## src/rtl/ws2812_strip_driver.sv

```systemverilog
// Frame-level WS2812/SK6812 serialiser: pulls NUM_LEDS*BYTES_PER_LED bytes through a
// one-byte holding register, shifts them out MSB first, then drives the latch gap.
// Optional build macro WS2812_UNDERRUN_FILL_EN: send 0x00 on refill underrun instead of stalling.
module ws2812_strip_driver #(
  parameter int NUM_LEDS      = 8,
  parameter int BYTES_PER_LED = 3,
  parameter int TBIT          = 15,
  parameter int T0H           = 4,
  parameter int T1H           = 9,
  parameter int TLATCH        = 3600,
  localparam int IDX_W        = $clog2(NUM_LEDS * BYTES_PER_LED + 1)
) (
  input  logic             CLK,
  input  logic             rst,
  input  logic             start,
  input  logic [7:0]       byte_in,
  input  logic             byte_valid,
  output logic             byte_ready,
  output logic             busy,
  output logic             frame_done,
  output logic             dout,
  output logic [IDX_W-1:0] byte_index,
  output logic             underrun
);

  localparam int CNT_W = $clog2(TBIT);
  localparam int LAT_W = $clog2(TLATCH + 1);
  localparam logic [CNT_W-1:0] CNT_LAST = CNT_W'(TBIT - 1);
  localparam logic [CNT_W-1:0] THI1     = CNT_W'(T1H);
  localparam logic [CNT_W-1:0] THI0     = CNT_W'(T0H);
  localparam logic [LAT_W-1:0] LAT_LAST = LAT_W'(TLATCH - 1);
  localparam logic [IDX_W-1:0] TOTAL_V  = IDX_W'(NUM_LEDS * BYTES_PER_LED);

  typedef enum logic [1:0] {S_IDLE, S_WAIT, S_BIT, S_LATCH} state_t;

  state_t           state_q, state_n;
  logic [7:0]       hold_q, hold_n;
  logic             hold_full_q, hold_full_n;
  logic [7:0]       shift_q, shift_n;
  logic [CNT_W-1:0] cnt_q, cnt_n;
  logic [2:0]       bit_q, bit_n;
  logic [IDX_W-1:0] slot_q, slot_n;
  logic [IDX_W-1:0] idx_q, idx_n;
  logic [LAT_W-1:0] lat_q, lat_n;
  logic             under_q, under_n;
  logic             ready_q, ready_n;
  logic             dout_q, dout_n;
  logic             done_q, done_n;
  logic             xfer;

  // Handshake: a byte moves on a rising CLK edge where byte_ready && byte_valid are both
  // high; byte_valid seen while byte_ready is low is ignored and never stalls the line.
  always_comb begin
    state_n     = state_q;
    hold_n      = hold_q;
    hold_full_n = hold_full_q;
    shift_n     = shift_q;
    cnt_n       = cnt_q;
    bit_n       = bit_q;
    slot_n      = slot_q;
    idx_n       = idx_q;
    lat_n       = lat_q;
    under_n     = under_q;
    xfer        = ready_q && byte_valid;

    // ready_q implies an empty holding register, so a transfer never collides with a load
    if (xfer) begin
      hold_n      = byte_in;
      hold_full_n = 1'b1;
      idx_n       = idx_q + IDX_W'(1);
    end

    case (state_q)
      S_IDLE: begin
        if (start) begin
          state_n     = S_WAIT;
          idx_n       = '0;
          slot_n      = '0;
          hold_full_n = 1'b0;
          under_n     = 1'b0;
        end
      end
      S_WAIT: begin
        if (hold_full_q) begin
          shift_n     = hold_q;
          hold_full_n = 1'b0;
          slot_n      = slot_q + IDX_W'(1);
          cnt_n       = '0;
          bit_n       = '0;
          state_n     = S_BIT;
        end
      end
      S_BIT: begin
        if (cnt_q != CNT_LAST) begin
          cnt_n = cnt_q + CNT_W'(1);
        end else begin
          cnt_n = '0;
          if (bit_q != 3'd7) begin
            bit_n   = bit_q + 3'd1;
            shift_n = {shift_q[6:0], 1'b0};
          end else if (slot_q == TOTAL_V) begin
            state_n = S_LATCH;
            lat_n   = '0;
          end else if (hold_full_q) begin
            shift_n     = hold_q;
            hold_full_n = 1'b0;
            slot_n      = slot_q + IDX_W'(1);
            bit_n       = '0;
          end else begin
`ifdef WS2812_UNDERRUN_FILL_EN
            shift_n = 8'h00;
            slot_n  = slot_q + IDX_W'(1);
            bit_n   = '0;
            under_n = 1'b1;
`else
            state_n = S_WAIT;
`endif
          end
        end
      end
      S_LATCH: begin
        if (lat_q != LAT_LAST) lat_n = lat_q + LAT_W'(1);
        else state_n = S_IDLE;
      end
      default: state_n = S_IDLE;
    endcase

    // Outputs are registered from next-state values so they change cleanly on the edge
    ready_n = (state_n == S_WAIT || state_n == S_BIT) && !hold_full_n && (idx_n != TOTAL_V);
    dout_n  = (state_n == S_BIT) && (cnt_n < (shift_n[7] ? THI1 : THI0));
    done_n  = (state_n == S_LATCH) && (lat_n == LAT_LAST);
  end

  always_ff @(posedge CLK) begin
    if (rst) begin
      state_q     <= S_IDLE;
      hold_q      <= '0;
      hold_full_q <= 1'b0;
      shift_q     <= '0;
      cnt_q       <= '0;
      bit_q       <= '0;
      slot_q      <= '0;
      idx_q       <= '0;
      lat_q       <= '0;
      under_q     <= 1'b0;
      ready_q     <= 1'b0;
      dout_q      <= 1'b0;
      done_q      <= 1'b0;
    end else begin
      state_q     <= state_n;
      hold_q      <= hold_n;
      hold_full_q <= hold_full_n;
      shift_q     <= shift_n;
      cnt_q       <= cnt_n;
      bit_q       <= bit_n;
      slot_q      <= slot_n;
      idx_q       <= idx_n;
      lat_q       <= lat_n;
      under_q     <= under_n;
      ready_q     <= ready_n;
      dout_q      <= dout_n;
      done_q      <= done_n;
    end
  end

  assign byte_ready = ready_q;
  assign busy       = (state_q != S_IDLE);
  assign frame_done = done_q;
  assign dout       = dout_q;
  assign byte_index = idx_q;
  assign underrun   = under_q;

endmodule

```

## config.mk

```make
export PLATFORM = sky130hd
export DESIGN_NAME = ws2812_strip_driver
export DESIGN_NICKNAME = d
export VERILOG_FILES = /design/src/rtl/ws2812_strip_driver.sv
export SDC_FILE = /design/constraint.sdc
export NUM_CORES = 1
export LEC_CHECK = 0
export ABC_AREA = 1
export BUFFER_PORTS_ARGS = -buffer_cell sky130_fd_sc_hd__buf_2
export CAP_MARGIN = 10
export CORE_MARGIN = 2
export CORE_UTILIZATION = 35
export DETAILED_ROUTE_END_ITERATION = 8
export MAX_ROUTING_LAYER = met4
export PLACE_DENSITY = 0.56
export SLEW_MARGIN = 20
export SYNTH_ARGS = -nofsm -noshare
export SYNTH_HDL_FRONTEND = slang
export SYNTH_SLANG_ARGS = --single-unit
```

## constraint.sdc

```tcl
create_clock -name CLK -period 4.4 [get_ports CLK]
set_input_delay 0.22 -clock CLK [delete_from_list [all_inputs] [get_ports CLK]]
set_output_delay 0.22 -clock CLK [all_outputs]
set_load 0.005 [all_outputs]
```

**Word-level counts from Yosys, hierarchy flattened**

Cells that the tools add are included.

- Order comparisons: 1
- Eq/ne operators: 17
- Mux-type cells: 43
- Divide/modulo/power cells: 0
- Bitwise logic cells: 0
- $mul: 0
- Shift operators: 0
- $add $sub $neg: 5
- Reduce and logical (&&, ||, !) cells: 13

Operators with widths:

| kind | count |
|---|---|
| 12-bit two-way mux | 4 |
| 5-bit two-way mux | 8 |
| 8-bit two-way mux | 4 |
| 12-bit case mux with 2 select lines | 1 |
| 8-bit case mux with 2 select lines | 1 |
| 5-bit case mux with 3 select lines | 1 |
| 2-bit two-way mux | 7 |
| 12-bit by 1-bit adder with 12-bit output, second input constant | 1 |
| 12-bit == test, second input constant | 1 |
| 3-bit two-way mux | 4 |
| 4-bit two-way mux | 3 |
| 12-bit inequality test, second input constant | 1 |
| 5-bit by 1-bit adder with 5-bit output, second input constant | 2 |
| 2-bit == test, second input constant | 4 |
| 2-bit inequality test, second input constant | 4 |
| 2-bit case mux with 4 select lines | 1 |
| 4-bit case mux with 2 select lines | 1 |
| 1-bit two-way mux | 6 |
| 3-bit inequality test, second input constant | 2 |
| 3-bit case mux with 2 select lines | 1 |
| 5-bit == test, second input constant | 1 |
| 1-bit logical AND | 5 |
| 5-bit inequality test, second input constant | 1 |
| 5-bit AND reduction | 1 |
| other kinds (12) | 14 |

- Bits in writable memories: 0
- Bits in latches: 0
- ROM bits: 0
- Memories: 0
- Word-level logic and storage cells: 92
- Bits in registers: 51

**Logic depth before layout (Yosys ltp)**

- Depth after elaboration: 10
- Mapped depth: 17

**Worst setup path after synthesis**

No wires, ideal clock.

- Path type: flip-flop to flip-flop
- Start: reg bit_q[0]
- End: reg ready_q, in the netlist byte_ready
- Data arrival time: 1.925 ns
- Slack: 2.411 ns
- Stages on the path, launching flop included: 14
- Buffers on the path: 0
- Path through: dfxtp_1 -> ha_1 -> ha_1 -> inv_1 -> nor3_1 -> o21ai_0 -> nand2_1 -> o21ai_0 -> o21ai_0 -> nand2_1 -> ha_1 -> nor2_1 -> nand2_1 -> nor2_1

- Cells in the longest elaborated chain, start to end: 8

RTL lines:

| item | line | RTL |
|---|---|---|
| from (decl) | 41 | `logic [2:0] bit_q, bit_n;` |
| from (signal assigned) | 155 | `bit_q <= bit_n;` |
| 3-bit inequality test * | 98 | `if (bit_q != 3'd7) begin` |
| 2-bit two-way mux * | 98 |  |
| 2-bit two-way mux * | 94 | `if (cnt_q != CNT_LAST) begin` |
| 2-bit case mux with 4 select lines * | 73 | `case (state_q)` |
| via state_n[1] | 36 | `state_t state_q, state_n;` |
| 2-bit by 1-bit == test with 1-bit output / 2-bit == test (equally long branches) | 129 | `ready_n = (state_n == S_WAIT \|\| state_n == S_BIT) && !hold_full_n && (idx_n != TOTAL_V);` |
| 1-bit logical OR * | 129 |  |
| 1-bit logical AND * (2 in a row) | 129 |  |
| to (signal assigned) | 160 | `ready_q <= ready_n;` |
| to (decl) | 46 | `logic ready_q, ready_n;` |

The timed path passes the listed nets; every way through them passes the cells marked *.
A chain may end at the register's enable or synchronous reset.

**Worst setup path after layout**

- Start: reg lat_q[1]
- End: reg ready_q, in the netlist byte_ready

- Cells in the longest elaborated chain, start to end: 7

RTL lines:

| item | line | RTL |
|---|---|---|
| from (decl) | 44 | `logic [LAT_W-1:0] lat_q, lat_n;` |
| from (signal assigned) | 158 | `lat_q <= lat_n;` |
| 12-bit inequality test * | 122 | `if (lat_q != LAT_LAST) lat_n = lat_q + LAT_W'(1);` |
| 2-bit two-way mux * | 122 |  |
| 2-bit case mux with 4 select lines * | 73 |  |
| via state_n[1] | 36 |  |
| 2-bit by 1-bit == test with 1-bit output / 2-bit == test (equally long branches) | 129 |  |
| 1-bit logical OR * | 129 |  |
| 1-bit logical AND * (2 in a row) | 129 |  |

Marks and branches as above.

==> impl_metrics.csv <==
group,metric,value,unit
drt,wl_per_cell,11.9,um
clock_tree,ctsHtreeMaxLevel,2,
drt,dr.first_iter.drc_count,114,
sta,finalSetupViolations,0,
floorplan,dieArea,9400,um2
sta,finalMaxSlewViolations,0,
setup_path,end_kind,"flip-flop",
finish,synthToLayoutAreaGrowth,9.22,%
setup_path,cp_data_arrival_time,2.52,ns
synth,yosysSeqAreaShare,33.7,%
sta,final.setup.tns,0,ns
clock_tree,clk_pin_slew_worst_paths,0.09,ns
worst_hold_path,hold_start,"byte_in[5]",
power_and_ir_drop,power,901,uW
synth,syn_nets,471,
floorplan,core,8300,um2
finish,drive_gt1_share,13.7,%
clock_tree,ctsRootBufferMaster,"clkbuf_8",
clock_tree,clk_latency,0.30,ns
sta,final-hold-violation-count,0,
synth,yosysTopAreaCellShare,33.7,%
floorplan,fp.dieH,97.0,um
synth,synth_xor_area_share,0.579,%
sta,final.min_clock_period,2.27,ns
clock_tree,numCtsBuffers,5,
floorplan,fp-row-count,33,
synth,synthTopCellsByCount,"101 x nand2_1, 57 x nor2_1, 51 x dfxtp_1",
setup_path,rr_startpoint,"lat_q[1]",
synth,synthMuxAreaShare,1.65,%
placed_design,place.gp.congestion,0.871,
placed_design,dp_hpwl,4950,um
clock_tree,post_cts_buffers,0,
sta,fin_ws,2.13,ns
finish,fill_cells,885,
grt,antenna_found_initial,0,
drt,via_per_inst,4.93,
floorplan,die_w,97.0,um
drt,drc,0,
setup_path,slowest_stage,"dfxtp_1",
clock_tree,postCtsHoldBufs,0,
drt,dr.pass1.iters,4,
finish,multi_input_area,1720,um2
synth,ys_types,41,
synth,yosys.area_share.adder,5.79,%
sta,max_freq,440,MHz
sta,maxSlewHeadroom,53.5,%
clock_tree,cts_tree,"yes",
finish,final_cells,566,
clock_tree,post_cts_resized,0,
power_and_ir_drop,p_leak,1.36,nW
placed_design,dpl_worst_slack,2.15,ns
synth,ys_seq_elements,51,
setup_path,critPathKind,"reg2reg",
synth,synth.most_common_cell,"nand2_1",
drt,drt-total-wl,6750,um
synth,synth_largest_area_cell,"dfxtp_1",
synth,synth_simple_gate_area_share,34.6,%
floorplan,initial_core_util,36.5,%
finish,final_cell_area,3300,um2
job,cap_violations,0,
sta,tightestPinTransition,0.697,ns
power_and_ir_drop,power_density,273,nW/um2
synth,synthArstFlopShare,0,%
setup_path,path_buf_inv,1,
sta,rsz0062_at_grt,"false",
synth,syn_area_per_cell,6.80,um2
synth,synth-compound-area-share,14.1,%
grt,grt_pass1_vias,2654,
grt,grt_use_total,15.5,%
synth,ys_warn_count,0,
clock_tree,clock_path_buffers,2,
placed_design,placed_area,3200,um2
synth,syn_area,3030,um2
drt,drtAntennaViolNets,0,
setup_path,cp.required,4.65,ns
placed_design,dp_cells,559,
synth,synthFlopType,"dfxtp_1",
drt,num_vias,2788,
synth,synth_top_family_by_area,"simple AND/OR/NAND/NOR gates",
clock_tree,cts.sinks,51,
finish,num_antenna_cells,0,
power_and_ir_drop,ir_drop,0.174,mV
setup_path,crit_fanout,8,
setup_path,crit_family,"simple AND/OR/NAND/NOR gates",
synth,synth_edf_count,0,
finish,fin_nets,487,
sta,finalCritPeriodShare,51.7,%
status,status,"finished, final reports clean",
floorplan,pin_count,22,
setup_path,startpoint_type,"flip-flop",
synth,netlist_instances,445,
grt,grt.overflow.total,0,
setup_path,slowest_delay,0.39,ns
grt,grt_pass1_wl,11900,um
sta,clock-skew-final,0.00780,ns
synth,synthTopCellsByArea,"dfxtp_1 34%, nand2_1 13%, nor2_1 7.1%",
finish,regArea,1020,um2
setup_path,crit_path_start,"lat_q[1]",
setup_path,path_cells,"ha_1, nand3_2, inv_1, nand3_2, nand2_2, o21ai_0, o21ai_0, nand2_1, ha_1, nor2_1, nand2_1, nor2_1",
worst_hold_path,worstHoldPathType,"in2reg",
placed_design,io_buffers,20,
grt,grt_max_degree,37,
## cells in the final DEF (no fill, tap or decap), types with 2 or more instances in the layout
cell | synthesis | routed
nand3_1 | 26 | 26
nor2_1 | 57 | 57
a31oi_1 | 5 | 5
nand2_2 | 5 | 5
nor3b_1 | 3 | 3
nand2_1 | 101 | 101
nor3_1 | 8 | 8
inv_1 | 48 | 48
mux2i_1 | 5 | 5
ha_1 | 14 | 14
buf_2 | 2 | 20
o22ai_1 | 2 | 2
nor2_4 | 5 | 5
nand3_2 | 3 | 3
nand4_1 | 4 | 4
clkbuf_8 | 0 | 5
o21ai_1 | 6 | 6
dfxtp_1 | 51 | 51
inv_2 | 11 | 11
o21ai_2 | 3 | 3
o31ai_1 | 2 | 2
a21oi_1 | 26 | 26
o21ai_0 | 29 | 29
nand3_4 | 2 | 2
nand2_4 | 3 | 3
## metrics by stage
stage / hold slack [ns] / util (%)
floorplan: 0.387 / -
detailed placement: 0.458 / 38.6
global route: 0.184 / 39.8
CTS: 0.154 / 39.8
global placement: 0.447 / 38.6
finish: 0.163 / 39.8
## flip-flops by register name, indices dropped and copies added, names as in the netlist
signal and cells:
byte_index 5, state_q 2, shift_q 8, hold_q 8, frame_done 1, slot_q 5
cnt_q 4, dout 1, byte_ready 1, bit_q 3, lat_q 12, hold_full_q 1
## final cells by class
cell class | count | share of cell area [%]
inverter | 61 | 6.97
sequential | 51 | 30.9
tap | 105 | 3.98
clock inverter | 1 | 0.909
timing repair buffer | 20 | 3.03
clock buffer | 6 | 2.20
multi-input combinational | 322 | 52.0
## worst min-delay path, stage by stage
cell and delay [ns]:
buf_2 0.07, o21ai_0 0.07, nor2_1 0.07
## metal layers
metal / global-route usage, % / up-vias / routed length, um
li1: - / 1469 / -
met5: - / - / 0
met2: 24.8 / 51 / 3060
met1: 20.2 / 1260 / 3370
met4: 4.44 / 0 / 77
met3: 2.46 / 8 / 236
## report_power, final
| part | switching (mW) | total [mW] | internal, mW |
|---|---|---|---|
| Clock | 0.155 | 0.322 | 0.167 |
| Sequential | 0.00949 | 0.483 | 0.474 |
| Combinational | 0.0650 | 0.0958 | 0.0308 |
## logic make-up (layout without fill, tap and decap cells)
group / after synthesis / in the layout
and+or+nand+nor: 223 / 223
buffers and inverters: 72 / 88
muxes: 5 / 5
xor gates and xnor gates: 2 / 2
DFF: 51 / 51
adders and majority gates: 14 / 14
AOI/OAI and AO/OA: 77 / 77
other: 1 / 1
## worst paths after layout
path | slack [ns] | to | cells after the start
max | 2.13 | byte_ready | 12
min | 0.16 | hold_q[5] | 3
max reg2reg | 2.13 | byte_ready | 12
min reg2reg | 0.47 | hold_q[0] | 2
No activity file was read; power rests on OpenSTA's default activity.
